$ cat src/rtl/seg7_scan_rx.sv
// Scanned seven-segment receiver: filters each digit's strobes, decodes the
// active-low patterns and publishes a whole 8-digit frame at a time.
module seg7_scan_rx #(
    parameter int unsigned STABLE = 2
) (
    input  logic        iCLK,
    input  logic        iRST,
    input  logic [6:0]  iSEG,
    input  logic [7:0]  iSEL,
    input  logic        iSTB,
    output logic [31:0] oDIG,
    output logic [7:0]  oBLANK,
    output logic [7:0]  oERR,
    output logic        oFRAME,
    output logic        oSEL_ERR
);

    localparam int unsigned NDIG = 8;
    localparam int unsigned SEGW = 7;
    localparam int unsigned CNTW = 4;
    localparam logic [CNTW-1:0] STABLE_C  = CNTW'(STABLE);
    localparam logic [SEGW-1:0] BLANK_PAT = 7'h7F;

    typedef enum logic {COLLECT, PUBLISH} state_t;

    state_t state, stateNext;

    logic [NDIG-1:0][SEGW-1:0] lastPat, lastPatNext;
    logic [NDIG-1:0][CNTW-1:0] cnt, cntNext;
    logic [NDIG-1:0]           qualMask;
    logic [NDIG-1:0]           collected, collectedNext;
    logic [31:0]               shDig;
    logic [NDIG-1:0]           shBlank, shErr;
    logic                      selOneHot, accept, publish;
    logic [3:0]                decNib;
    logic                      decBlank, decErr;

    // Pattern -> {err, blank, nibble}; unknown patterns read as nibble 0 with err.
    function automatic logic [5:0] decode(input logic [SEGW-1:0] seg);
        logic [5:0] r;
        case (seg)
            7'h40: r = {2'b00, 4'h0};
            7'h79: r = {2'b00, 4'h1};
            7'h24: r = {2'b00, 4'h2};
            7'h30: r = {2'b00, 4'h3};
            7'h19: r = {2'b00, 4'h4};
            7'h12: r = {2'b00, 4'h5};
            7'h02: r = {2'b00, 4'h6};
            7'h78: r = {2'b00, 4'h7};
            7'h00: r = {2'b00, 4'h8};
            7'h10: r = {2'b00, 4'h9};
            7'h08: r = {2'b00, 4'hA};
            7'h03: r = {2'b00, 4'hB};
            7'h46: r = {2'b00, 4'hC};
            7'h21: r = {2'b00, 4'hD};
            7'h06: r = {2'b00, 4'hE};
            7'h0E: r = {2'b00, 4'hF};
            BLANK_PAT: r = {2'b01, 4'h0};
            default: r = {2'b10, 4'h0};
        endcase
        return r;
    endfunction

    assign selOneHot = $onehot(iSEL);
    assign accept    = iSTB & selOneHot;
    assign {decErr, decBlank, decNib} = decode(iSEG);

    // Per-digit stability counters; a digit qualifies when its run reaches STABLE.
    always_comb begin
        lastPatNext = lastPat;
        cntNext     = cnt;
        qualMask    = '0;
        for (int n = 0; n < NDIG; n++) begin
            if (accept && iSEL[n]) begin
                if (iSEG == lastPat[n]) begin
                    cntNext[n] = (cnt[n] >= STABLE_C) ? STABLE_C : cnt[n] + CNTW'(1);
                end else begin
                    lastPatNext[n] = iSEG;
                    cntNext[n]     = CNTW'(1);
                end
                qualMask[n] = (cntNext[n] == STABLE_C);
            end
        end
    end

    // Frame assembly next-state; a bit set during PUBLISH belongs to the next frame.
    always_comb begin
        stateNext     = state;
        collectedNext = collected;
        publish       = 1'b0;
        case (state)
            COLLECT: begin
                collectedNext = collected | qualMask;
                if (collectedNext == '1) stateNext = PUBLISH;
            end
            PUBLISH: begin
                publish       = 1'b1;
                collectedNext = qualMask;
                stateNext     = COLLECT;
            end
            default: stateNext = COLLECT;
        endcase
    end

    // FSM state and collected-digit mask.
    always_ff @(posedge iCLK) begin
        if (iRST) begin
            state     <= COLLECT;
            collected <= '0;
        end else begin
            state     <= stateNext;
            collected <= collectedNext;
        end
    end

    // Last-seen pattern and run length per digit.
    always_ff @(posedge iCLK) begin
        if (iRST) begin
            lastPat <= {NDIG{BLANK_PAT}};
            cnt     <= '0;
        end else begin
            lastPat <= lastPatNext;
            cnt     <= cntNext;
        end
    end

    // Shadow copy of the latest qualified decode for each digit.
    always_ff @(posedge iCLK) begin
        if (iRST) begin
            shDig   <= '0;
            shBlank <= '0;
            shErr   <= '0;
        end else begin
            for (int n = 0; n < NDIG; n++) begin
                if (qualMask[n]) begin
                    shDig[4*n +: 4] <= decNib;
                    shBlank[n]      <= decBlank;
                    shErr[n]        <= decErr;
                end
            end
        end
    end

    // Published outputs and status pulses.
    always_ff @(posedge iCLK) begin
        if (iRST) begin
            oDIG     <= '0;
            oBLANK   <= '1;
            oERR     <= '0;
            oFRAME   <= 1'b0;
            oSEL_ERR <= 1'b0;
        end else begin
            oFRAME   <= publish;
            oSEL_ERR <= iSTB & ~selOneHot;
            if (publish) begin
                oDIG   <= shDig;
                oBLANK <= shBlank;
                oERR   <= shErr;
            end
        end
    end

endmodule

$ cat config.mk
export PLATFORM = sky130hd
export DESIGN_NAME = seg7_scan_rx
export DESIGN_NICKNAME = d
export VERILOG_FILES = /design/src/rtl/seg7_scan_rx.sv
export SDC_FILE = /design/constraint.sdc
export NUM_CORES = 1
export LEC_CHECK = 0
export CAP_MARGIN = 0
export CORE_MARGIN = 5
export CORE_UTILIZATION = 32
export DETAILED_ROUTE_END_ITERATION = 10
export DONT_BUFFER_PORTS = 1
export PLACE_DENSITY = 0.55
export SYNTH_ARGS = -nofsm -noshare
export SYNTH_HDL_FRONTEND = slang
export SYNTH_SLANG_ARGS = --single-unit
$ cat constraint.sdc
create_clock -name iCLK -period 7.6 [get_ports iCLK]
set_input_delay 0.76 -clock iCLK [delete_from_list [all_inputs] [get_ports iCLK]]
set_output_delay 0.76 -clock iCLK [all_outputs]
set_load 0.05 [all_outputs]
== After elaboration in Yosys (flattened, before gate mapping) ==
Index checks and enable logic that the tools add are counted.
Word-level totals
  register bits after elaboration: 195
  bits in latches: 0
  RAM bits: 0
  memory bits (read-only): 0
  memories: 0
Cells by class
  add/sub/neg operators: 15
  multipliers: 0
  divide/modulo/power cells: 0
  magnitude comparators: 8
  equality and inequality tests: 34
  shift-type cells: 0
  mux-type cells: 37
  bitwise gates (word level): 13
  reductions and logical operators: 17
Operators by type and width (number)
  case mux 6 bit (17 select lines): 1
  two-way mux 4 bit: 24
  == test 7 bit: 8
  == test 7 bit (second input constant): 5
  adder 4 x 1 -> 4 bit (second input constant): 8
  == test 4 x 2 -> 1 bit (second input constant): 8
  >= comparator 4 x 2 -> 1 bit (second input constant): 8
  == test 7 x 5 -> 1 bit (second input constant): 3
  == test 7 x 6 -> 1 bit (second input constant): 3
  case mux 8 bit (2 select lines): 1
  AND reduction 2 bit: 8
  == test 7 x 2 -> 1 bit (second input constant): 2
  == test 7 x 4 -> 1 bit (second input constant): 2
  two-way mux 1 bit: 10
  inverter 1 bit: 10
  adder 1 x 1 -> 2 bit: 4
  == test 8 bit (second input constant): 1
  logical AND 1 bit: 8
  bitwise OR 8 bit: 1
  == test 7 x 3 -> 1 bit (second input constant): 1
  logical NOT 7 bit: 1
  adder 2 x 2 -> 3 bit: 2
  adder 3 x 3 -> 4 bit: 1
  == test 4 x 1 -> 1 bit (second input constant): 1
  2 further kinds: 3

== Longest topological paths before layout ==
Gate-level depths: netlist of the first run.
  depth after elaboration: 13
  depth in mapped cells: 18

== Least setup slack after synthesis of the first run ==
Ideal clock, no wire load.
  path kind: input to register
  start point: in iSEL[0]
  end point: reg state
  library setup time: 0.060 ns
  data arrival time: 4.596 ns
  setup slack: 2.944 ns
  stages on the path: 18
  buffers on the path: 3
  cell sequence: clkbuf_1 inv_1 fa_1 fa_1 fa_1 inv_1 ha_1 inv_1 fa_1 nor3b_2 a22o_1 and4_4 buf_12 nand2_4 a211o_1 buf_4 a211oi_2 and3_1
On the way
  cells in the longest elaborated chain, start to end: 11
Ends and longest elaborated chain
  start: declaration: RTL line 9  | input logic [7:0] iSEL,
  adder 1 x 1 -> 2 bit (not written as such): RTL line 64  | assign selOneHot = $onehot(iSEL);
  adder 2 x 2 -> 3 bit (not written as such): RTL line 64
  adder 3 x 3 -> 4 bit (not written as such): RTL line 64
  == test 4 x 1 -> 1 bit: RTL line 64
  AND 1 bit: RTL line 65  | assign accept = iSTB & selOneHot;
  logical AND 1 bit: RTL line 74  | if (accept && iSEL[n]) begin
  two-way mux 1 bit: RTL line 74
  bitwise OR 8 bit *: RTL line 93  | collectedNext = collected | qualMask;
  == test 8 bit *: RTL line 94  | if (collectedNext == '1) stateNext = PUBLISH;
  two-way mux 1 bit *: RTL line 94
  case mux 1 bit (2 select lines) *: RTL line 91  | case (state)
  end signal: assignment: RTL line 111  | state <= stateNext;
  end: declaration: RTL line 26  | state_t state, stateNext;
Every way passes the cells marked *; elsewhere a longest branch is shown, timed or not.
A chain may end at the register's enable or synchronous reset.

== Worst setup path in the final report of the first run ==
Ends and elaborated chain as after synthesis.

==> run summary, run 1 <==
The run finished with clean final reports. The post-DP HPWL came out at 12300 um. Setup repair after global routing left no endpoint under its margin. In this run the horizontal extent of the chip is 174 um. The final worst-path cycle share was 0.602.

The count of nets left with antenna violations once routing finished came out at 0. The final layout net count came out at 929. The logs give 8610 um^2 for the netlist area before placement and 2 for the deepest clock path buffer count. The via count of the first global-routing pass is 5977, and the post-layout minimum cycle time is 4.58 ns.

The internal power of the cells totals 1630 uW. In this run the power spent charging and discharging nets is 565 uW. Clock-pin slew was measured on the worst setup and hold paths at 0.08 ns.

The worst register-to-register path begins at cnt[4]$_SDFFE_PP0P_. The die is 174 um tall. The overall global routing resource usage is 0.132. Synthesis produced a netlist with a net count of 977.

Global-route met2 utilization: 0.217. The share of post-route cells with drive strength above 1 was 0.0577. The element type at the critical path start is a primary input.

After routing, the total negative slack on setup checks comes to 0 ns. Dividing the detail-routed wire length by the instance count gives 15.9 um. The sequential share of power is 0.489. Number of enable flip-flop cells after synthesis: 0. The flip-flop cell with the highest count after synthesis is dfxtp_1. The run gives 0.322 as the initial standard-cell utilization of the core. Leaving out fill and tap cells, the most frequent cell in the layout is dfxtp_1. The count of final max-slew check failures is 0, and the actual slew at the worst max-slew pin is 0.951 ns. The global-route met3 utilization was 0.0350. In the layout the commonest cells are 194 x dfxtp_1, 130 x nand2_1, 98 x nor2_1, 88 x mux2i_1, 63 x nand3_1.

The static leakage is 0.00384 uW, and the number of DRC markers after the initial detailed-route iteration is 379. The clock reaches the later pin of the worst-skew pair after 0.43 ns. The count of final setup violators is 0. Pin placement for this block handled 68 I/O pins. Combinational group share of total power: 0.085.

The tools report the worst hold path startpoint as iRST. Counting the fill cells in the layout gives 2751. The worst path required time is 7.97 ns.

The cell sitting at the root of the clock tree is a clkbuf_16. For this design, the sink count on the clock tree is 195. The initial antenna violation count is 0. Counting every instance in the synthesized netlist gives 936. In the final layout, the multi-input gates occupy 4210 um^2. Clock tree synthesis inserted a total of 17 buffers. met2 is the most crowded layer.

Static timing analysis puts the maximum clock frequency at 219 MHz. The worst setup path is captured at a flip-flop. The switching power as a share of total power was 0.257. The class of the most critical setup path was primary input to flip-flop. The tools report the number of library cell types mapped by synthesis as 58. A synthesized cell averages 9.20 um^2. The run gives 9320 um^2 as the final design instance area without fill.

For the setup fix buffers added after clock tree synthesis, the log shows 0. Yosys printed 0 warnings. The tools report the register cell area after layout as 3910 um^2.

For the peak supply drop, the log shows 0.136 mV. The average vias per placed instance is 4.85. The maximum fanout encountered on the critical timing path is 36. STA puts the critical path data arrival time at 4.95 ns. The design draws 2200 uW.

The worst register-to-register path has a setup slack of 5.39 ns. From synthesis to final layout, the design area changed by 8.24%. The tool flagged a number of max-cap violations equal to 0. In this run, post-CTS hold repair placed 0 buffers. The total of flip-flops plus latches after synthesis is 195. TritonCTS built the clock tree.

The row count is 60. The antenna diode count is 0. Gates resized during post-CTS repair numbered 0. The logs give 0 for the number of hold-slack violations in the final timing report and 0 for the leftover overflow at the end of global routing.

The floorplan step defined a core boundary enclosing 26700 um^2. Dividing total power by cell area gives a power density of 236 nW/um^2. Entering global routing, the biggest net connects 117 pins.

The endpoint identified for the worst register-to-register timing path is state$_SDFF_PP0_. The first global-routing pass estimated 32800 um of wire. Worst min-delay path class: primary input to flip-flop. The routing usage on met1 is 0.174, and the worst hold path cell count is 1. The tools report the worst-case headroom to the max-slew limit as 0.366. The routed design has 19800 um of wire.

Portion of the post-synthesis area used by sequential elements: 0.454. For this run, the detailed router's first-pass iteration total came to 4. Count of input and output buffers: 0. Once placement finished, the instance area stood at 8690 um^2. For the final database, setup skew stands at 0.0115 ns. The overall die area is 30300 um^2, and the maximum level of the CTS H-tree is 4. The end of the worst hold path was oDIG[20]$_SDFFE_PP0P_.

The share of power burned in the clock network is 0.426, and the proportion of synthesized flip-flops having asynchronous set or reset is 0. The total via count in the routed design was 6029; the length in cells of the worst reg-to-reg path was 7. The tools report the count of unresolved DRC violations after routing as 0. For the placer's final routability congestion estimate, the log shows 0.720.
==> routing by layer <==
layer / vias to the layer above / part of all wire
li1: 3091 / -
met1: 2837 / 0.47
met2: 88 / 0.47
met3: 13 / 0.048
met4: 0 / 0.0088
met5: - / 0
==> worst max-delay path by stage <==
stage	start	to	slack (ns)	cells after the start
after global placement	iSEL[0]	state$_SDFF_PP0_	2.67	15
after floorplan	iSEL[0]	state$_SDFF_PP0_	2.94	18
final	iSEL[0]	state$_SDFF_PP0_	3.02	15
after CTS	iSEL[0]	state$_SDFF_PP0_	3.03	15
after global routing	iSEL[0]	state$_SDFF_PP0_	2.80	15
after detailed placement	iSEL[0]	state$_SDFF_PP0_	2.59	15
==> power by group through the flow <==
stage	combinational, uW	clock, uW	sequential [uW]
after floorplan	192	0	1100
after global placement	184	0	1100
after detailed placement	186	0	1100
after CTS	187	966	1080
after global routing	212	1010	1080
final	186	937	1080
==> cells by family (layout without fill, tap and decap cells) <==
group | count (synthesis) | after routing | share of synthesized area
AOI/OAI and AO/OA | 100 | 100 | 0.0802
xor gates and xnor gates | 57 | 57 | 0.0589
adders and majority gates | 23 | 23 | 0.0369
buffers and inverters | 103 | 68 | 0.0571
DFF | 195 | 195 | 0.454
muxes | 89 | 89 | 0.104
and+or+nand+nor | 369 | 369 | 0.210
==> cells in the mapped netlist (all sizes together), types with 13 or more instances <==
master / number / area [um^2]
a21oi: 27 / 135
buf: 32 / 225
clkbuf: 37 / 139
dfxtp: 195 / 3900
ha: 19 / 238
inv: 31 / 116
mux2i: 88 / 881
nand2: 131 / 499
nand3: 63 / 315
nand4: 21 / 195
nor2: 98 / 368
nor4: 17 / 166
o211ai: 17 / 128
o21ai: 13 / 65.1
xnor2: 30 / 270
xor2: 27 / 236
==> through the flow <==
stage	utilization	hold slack [ns]	cells	worst slack, ns
after floorplan	-	0.432	936	2.94
after global placement	0.325	0.436	1210	2.67
after detailed placement	0.325	0.442	1210	2.59
after CTS	0.349	0.371	1242	3.03
after global routing	0.349	0.359	1242	2.80
final	0.349	0.387	1242	3.02
==> area by class of cell <==
| class | instances | share of cell area |
|---|---|---|
| clock inverter | 14 | 0.0212 |
| timing repair buffer | 2 | 0.00161 |
| multi-input combinational | 638 | 0.452 |
| tap | 341 | 0.0458 |
| clock buffer | 18 | 0.0461 |
| inverter | 34 | 0.0138 |
| sequential | 195 | 0.419 |
==> worst max-delay path: stages <==
cell      delay, ns
inv_1          0.04
fa_1           0.55
fa_1           0.43
fa_1           0.43
inv_1          0.07
ha_1           0.16
inv_1          0.05
fa_1           0.40
nor3b_2        0.17
a22o_1         0.17
and4_4         0.57
nand2_4        0.20
a211o_1        0.50
a211oi_2       0.26
and3_1         0.16
==> sequential cells by signal, summed over array words and instances (netlist names) <==
signal     flops
lastPat       56
cnt           32
oDIG          32
shDig         32
collected      8
oBLANK         8
oERR           8
shBlank        8
shErr          8
oFRAME         1
oSEL_ERR       1
state          1
No activity file was read; power rests on OpenSTA's default activity.
==> run 2, diff against run 1 <==
Settings changed: ABC_AREA set to 1, PLACE_DENSITY 0.55 to 0.56.
Clock period 7.6 ns to 3.7 ns, I/O delays scaled along.
==> run 2 against run 1 <==
Against the previous run:
- sequential share of layout area shrank 2.7 points
- design area is 6.9% higher
- worst setup slack got worse by 2.8 ns
- critical path depth up 5
- routed wire length up 6.8%
- core utilization rose by 2.1 points
- critical path type unchanged
- largest cell class unchanged
==> run summary, run 2 <==
Sum of buffers and inverters on the critical path: 5. The count of unresolved DRC violations after routing came out at 0. The logs give 27000 um^2 for the core area and 0 for the number of nets still failing antenna checks after routing.

The tools report the number of sinks driven by the clock tree as 195. The detailed router put a total of 10100 um of wire on met1. The register with the most flip-flops in the layout has 56 of them.

OpenSTA, run right after detailed placement, puts the worst setup slack at -0.329 ns. The logs give 14400 um for the post-DP HPWL and 0.216 ns for the worst-case setup margin in the final layout. Ranked by total cell area, the synthesized netlist is headed by dfxtp_1 45%, nand2_1 11%, inv_1 5.3%.

In this run the most critical hold path is launched from iSEG[6]. After the last flow step, the layout net total stands at 1179. TritonCTS built the clock tree.

Along the worst hold path, the cell count comes to 2. The total CTS buffers is 17. Cell with the largest stage delay on the worst path: fa_1.

In the layout the commonest cells are 257 x nand2_1, 195 x dfxtp_1, 123 x inv_1, 93 x nor2_1, 67 x a21oi_1. lastPat holds more flip-flops than any other register. For the met2 layer wire length in the routed design, the log shows 9800 um.

Yosys instantiated no cell more often than nand2_1. For the peak supply drop, the log shows 0.295 mV. By instance count, the cell type seen most on the critical path is fa_1.

The cell area that synthesis handed to floorplanning was 8770 um^2. In the final layout, the multi-input gates occupy 4030 um^2. The proportion of synthesized flip-flops having asynchronous set or reset was 0; the number of fill cells was 2720. Number of library cell types mapped by synthesis: 49. For the portion of the post-synthesis area used by sequential elements, the log shows 0.445. The worst setup path is launched from a primary input. The total via count in the routed design came out at 7046. The leading cell type in the layout, fill and taps excluded is nand2_1.

The number of DRC markers after the initial detailed-route iteration was 535; the overall die area was 30800 um^2. The overall global routing resource usage is 0.139, and the global-route wire length before repair is 34400 um. The tools report the max-capacitance violation count as 0.

The cell accounting for the most synthesized area is dfxtp_1. For the worst-case headroom to the max-slew limit, the log shows 0.398. Traced cell by cell, the critical path runs through inv_1 > fa_1 > fa_1 > fa_1 > inv_1 > ha_2 > inv_1 > fa_1 > nand2_1 > nor2_4 > nand3_4 > buf_4 > nor2_4 > nand2_1 > nor2_2 > buf_12 > nor2_1 > nor2_1 > nand3_1 > nor2_1. For the row count, the log shows 60.

For the setup TNS, the log shows 0 ns. Port buffering added 0 buffers. The first detailed-routing pass ran for 5 iterations. The placer's final routability congestion estimate came out at 0.770. The run finished with clean final reports.

The clock arrives with 0.0260 ns of skew. In this run the number of H-tree levels came out at 4. At the worst endpoint, the arrival time is 3.85 ns. In the synthesized netlist the dominant register cell turns out to be dfxtp_1. In the final routed layout, each cell accounts on average for 14.2 um. Die boundary height: 176 um. The clock-pin slew on the worst setup and hold paths is 0.08 ns. Setup repair after global routing could not meet its margin everywhere. Among cell families on the critical path, the largest total delay comes from adder cells. Based on the critical path, the design can be clocked at up to 287 MHz.

Setup violations remaining at the end of the flow were counted as 0. The worst setup slack for register-to-register paths is 1.87 ns, and the area fraction of the dominant cell type after synthesis is 0.445. The via count of the first global-routing pass is 6421, and the average vias per placed instance is 4.73.

Endpoint class of the critical path: a flip-flop. The routed design could run at a clock period as short as 3.48 ns. The total overflow left after global routing is 0. The number of enable flip-flop cells after synthesis came out at 0. The clock reaches the later pin of the worst-skew pair after 0.44 ns. The total length of routed met3 wires was 1040 um; the static leakage was 0.00446 uW.

The class of the most critical setup path was primary input to flip-flop. During synthesis, Yosys emitted a total of 0 warnings. The count of final max-slew check failures was 0; the initial antenna violation count was 0. The antenna diode count was 0.

The tools report the root buffer cell as clkbuf_16. The highest metal layer with signal wires was met4. In this run the critical register-to-register path is captured at state$_SDFF_PP0_.

The register cell area after layout is 3900 um^2. The pin count of the biggest net entering global routing was 83; the routed wire length was 21200 um. For the pin with the worst max-slew slack, the measured transition is 0.900 ns. The share of post-route cells with drive strength above 1 was 0.118.

The number of cells on the worst reg-to-reg path is 6. No sink is reached through more buffers than the 2 on the longest clock path. The tools report the initial standard-cell utilization of the core as 0.325. In this run the critical register-to-register path is launched from state$_SDFF_PP0_. For this run, the slowest stage of the critical path takes 0.55 ns. Data on the critical path is required at its endpoint by 4.07 ns. By count the netlist is led by 258 x nand2_1, 195 x dfxtp_1, 124 x inv_1.

The number of hold-slack violations in the final timing report came out at 0. The design draws 4650 uW. In this run the horizontal extent of the chip is 176 um. Synthesis produced a netlist whose cell count is 1119. 68 I/O pins were placed. In this run the power density over the cells is 467 nW/um^2. The final worst-path cycle share works out to 0.942. Averaged over all synthesized cells, the footprint is 7.84 um^2. Of all nets on the critical path, the largest fanout is 13. The worst min-delay path class was primary input to flip-flop.

The layout-stage area growth over the synthesis result was 13.5%; the synthesized net count was 1160. For hold timing, the worst endpoint is lastPat[27]$_SDFFE_PP1P_. In this run, synthesis produced a sequential element count of 195.
run 2: cell count changes after synthesis, moves of 11 or more:
cell	previous run	this run
clkbuf_1	37	22
nand3_1	63	37
mux2i_1	88	0
nand2_1	130	258
nand2b_1	11	0
inv_1	30	124
a21oi_1	27	67
nor4_1	13	0
o211ai_1	17	55
a22o_1	2	25
xor2_1	27	10
o21ai_0	3	60
run 2: cell families (layout without fill, tap and decap cells):
| logic type | count (synthesis) | count (layout) | synth area share |
|---|---|---|---|
| AND/OR/NAND/NOR | 448 | 448 | 0.222 |
| AO/OA/AOI/OAI | 231 | 231 | 0.163 |
| XOR/XNOR | 32 | 32 | 0.0328 |
| adder cells (fa/ha/maj) | 23 | 23 | 0.0362 |
| flip-flops | 195 | 195 | 0.445 |
| buffers and inverters | 190 | 221 | 0.101 |
run 2: power breakdown:
part           total, uW  internal [uW]  switching [uW]  leakage, uW
sequential          2240           2180            55.0      0.00158
combinational        583            233             349      0.00261
clock               1830            970             859     0.000279
run 2: worst max path at each step:
stage                        from  depth (start not counted)                        to  slack (ns)
after floorplan           iSEL[0]                         17  lastPat[34]$_SDFFE_PP1P_       -0.03
after global placement    iSEL[0]                         19          state$_SDFF_PP0_       -0.23
after detailed placement  iSEL[0]                         20          state$_SDFF_PP0_       -0.33
after CTS                 iSEL[0]                         20          state$_SDFF_PP0_        0.14
after global routing      iSEL[0]                         20    shDig[21]$_SDFFE_PP0P_       -0.02
final                     iSEL[0]                         20          state$_SDFF_PP0_        0.22
run 2: final cells by class:
| type | count | area share |
|---|---|---|
| tap | 341 | 0.0429 |
| sequential | 195 | 0.392 |
| timing repair buffer | 52 | 0.0488 |
| multi-input combinational | 734 | 0.404 |
| inverter | 138 | 0.0532 |
| clock buffer | 18 | 0.0441 |
| clock inverter | 13 | 0.0146 |
run 2: layer usage:
| metal | vias to the layer above | track usage |
|---|---|---|
| met4 | 0 | 0.0374 |
| met2 | 144 | 0.223 |
| met1 | 3217 | 0.187 |
| met3 | 17 | 0.0327 |
| li1 | 3668 | - |
| met5 | - | 0 |
run 2: what timing repair did:
item | in CTS | in global routing
setup endpoints to repair | 0 | 40
hold buffers | 3 | 0
gates resized for setup | 0 | 10
hold endpoints to repair | 16 | 0
setup buffers | 0 | 0
run 2: through the flow:
step	cells	hold WS, ns	cell area, um^2	utilization
2_1_floorplan	1119	0.419	8780	-
3_3_place_gp	1457	0.436	9310	0.345
3_5_place_dp	1457	0.435	9310	0.345
4_1_cts	1491	0.0445	9920	0.368
5_1_grt	1491	0.0385	9960	0.369
6_report	1491	0.0551	9960	0.369
==> run 3, diff against run 2 <==
Settings changed: CORE_UTILIZATION 32 to 55, PLACE_DENSITY 0.56 to 0.82.
==> run 3 against run 2 <==
Against the previous run:
- maximum frequency decreased by 1.0%
- register-to-register slack about the same
- non-clock buffer count shrank 9
- largest cell class unchanged
- count of clock-buffer cells in the layout decreased by 1
- worst hold slack lost 0.0042 ns
- critical endpoint is now shDig[20]$_SDFFE_PP0P_
- core utilization grew 24 points
- via count grew 3.1%
- sequential power hardly changed
==> run summary, run 3 (synthesis gave the netlist of run 2 again) <==
The run finished with clean final reports. After clock tree synthesis, the clock-pin slew on the worst setup and hold paths is 0.08 ns. The run gives 0.880 as the placer's final routability congestion estimate. After detailed routing, the wire length on met1 is 8570 um. The post-DP HPWL is 13300 um. After detailed routing, the total wire length is 19900 um. 68 I/O pins were placed. The share of post-route cells with drive strength above 1 came out at 0.114. Counting cells, the worst reg-to-reg path comes to 9. Antenna diode count: 0.

The overall global routing resource usage was 0.219. The worst setup path is launched from a primary input. More flip-flops sit in one register than any other, and that register is lastPat. The tool flagged a number of max-cap violations equal to 0.

After routing the design area is 9680 um^2. The maximum level of the CTS H-tree was 4; the post-layout minimum cycle time was 3.52 ns. Entering global routing, the biggest net connects 50 pins.

TritonCTS built the clock tree. The worst register-to-register path begins at cnt[28]$_SDFFE_PP0P_. For the static leakage, the log shows 0.00441 uW.

The overall die area came out at 18600 um^2. The layout-stage area growth over the synthesis result was 10.3%. The clock latency on the worst-skew pair is 0.45 ns.

Across the whole layout, storage elements account for 3900 um^2. The average vias per placed instance works out to 5.35. The worst setup slack for register-to-register paths was 1.88 ns. Before antenna repair, the detailed router went through 7 iterations. The first global-routing pass estimated 32800 um of wire. The tools report the worst hold path startpoint as iSEG[0]. Worst-case headroom to the max-slew limit: 0.251. The placed standard-cell area is 9030 um^2, and the total CTS buffers is 17. The final worst-path cycle share was 0.951. The count of input and output buffers was 0. The overall power was 4650 uW.

Setup violations remaining at the end of the flow were counted as 0. The actual slew at the worst max-slew pin was 1.12 ns. The logs give 195 for the number of sinks driven by the clock tree and 0 for the count of final max-slew check failures. Along the worst hold path, the cell count comes to 2. The worst min-delay path class was primary input to flip-flop.

Endpoint class of the critical path: a flip-flop. The initial standard-cell utilization of the core is 0.556. The endpoint identified for the worst register-to-register timing path is shErr[7]$_SDFFE_PP0P_. Along the worst path, the maximum fanout reaches 14. Detailed routing inserted a total of 7266 vias.

Dividing the detail-routed wire length by the instance count gives 14.7 um. The via count of the first global-routing pass was 6947. Once detail routing completed, the nets flagged for antenna violations numbered 0. Across all setup checks in the final design, the least slack found is 0.180 ns.

In the detailed route, the total length drawn on met2 is 9800 um. The flip-flop count of the largest register after layout was 56; the worst-case hold slack was 0.0509 ns. The number of hold-slack violations in the final timing report is 0.

The highest metal layer carrying signal wires in the routed design is met4. The deepest clock path buffer count was 2. The library cells used most frequently in the layout, excluding fill and tap cells, are 255 x nand2_1, 195 x dfxtp_1, 123 x inv_1, 94 x nor2_1, 67 x a21oi_1. Leaving out fill and tap cells, the most frequent cell in the layout is nand2_1. The multi-input combinational cells in the finished layout cover a total of 4010 um^2. For this run, the post-layout net count is 1170. The die boundary height was 136 um; the die extent in x was 136 um. For the final database, setup skew stands at 0.0103 ns.

The end of the worst hold path was lastPat[49]$_SDFFE_PP1P_. The count of unresolved DRC violations after routing was 0. The tools report the arrival time of the worst setup path as 3.81 ns. Root buffer cell: clkbuf_16. The run gives 284 MHz as the highest attainable clock frequency. In this run the core area contains 46 standard-cell rows.

Across the VDD grid, the largest voltage drop is 0.357 mV. The power per cell area was 481 nW/um^2; the initial antenna violation count was 0. The setup path with the least slack is of type primary input to flip-flop. For the worst setup path, the data required time is 3.99 ns. Adding up every negative setup slack in the final design gives 0 ns.

Summed over all layers, the global routing overflow is 0. The first routing iteration left 530 violations. Summed over all nets, wire length on met3 after detailed routing comes to 1200 um.

The logs give 15800 um^2 for the core area and -0.309 ns for the placement-stage worst setup slack. Number of fill cells: 1345.
==> run 3: what timing repair did <==
item / CTS / global route
endpoints found under the setup margin: 0 / 18
endpoints found under the hold margin: 23 / 0
hold buffers: 1 / 0
gates resized for setup: 0 / 5
setup buffers: 0 / 2
==> run 3: final cells by class <==
class | count | share of cell area
Clock buffer | 17 | 0.0440
Clock inverter | 15 | 0.0184
Inverter | 138 | 0.0542
Multi-Input combinational cell | 734 | 0.415
Sequential cell | 195 | 0.403
Tap cell | 216 | 0.0279
Timing Repair Buffer | 43 | 0.0375
==> run 3: worst max-delay path, stage by stage <==
cell and delay (ns):
inv_1 0.04, fa_1 0.55, fa_1 0.43, fa_1 0.43
inv_1 0.07, ha_1 0.15, inv_1 0.05, fa_1 0.47
nand2_1 0.08, nor2_4 0.12, nand3_4 0.14, inv_2 0.10
buf_4 0.12, nand2_2 0.06, nor2_2 0.12, nand4_2 0.12
buf_12 0.18, o21ai_0 0.14, nor2_1 0.05
==> run 3: stage by stage <==
step	util	instances
6_report	0.614	1358
5_1_grt	0.614	1358
4_1_cts	0.612	1356
3_5_place_dp	0.573	1323
3_3_place_gp	0.573	1323
2_1_floorplan	-	1119
==> run 3: routing by layer <==
| layer | global-route usage | vias up |
|---|---|---|
| li1 | - | 3658 |
| met1 | 0.266 | 3390 |
| met2 | 0.382 | 188 |
| met3 | 0.0514 | 30 |
| met4 | 0.0756 | 0 |
| met5 | 0 | - |
==> run 3: worst max path at each step <==
stage / from / to / slack, ns / cells past startpoint
floorplan: iSEL[0] / lastPat[34]$_SDFFE_PP1P_ / -0.03 / 17
global placement: iSEL[0] / shDig[10]$_SDFFE_PP0P_ / -0.19 / 18
detailed placement: iSEL[0] / shDig[11]$_SDFFE_PP0P_ / -0.31 / 18
CTS: iSEL[0] / shErr[2]$_SDFFE_PP0P_ / 0.14 / 18
global route: iSEL[0] / lastPat[18]$_SDFFE_PP1P_ / -0.01 / 17
finish: iSEL[0] / shDig[20]$_SDFFE_PP0P_ / 0.18 / 19
==> run 3: report_power, final <==
group	internal, uW	switching [uW]
clock network	918	928
registers	2180	57.3
logic	220	346
total	3320	1330
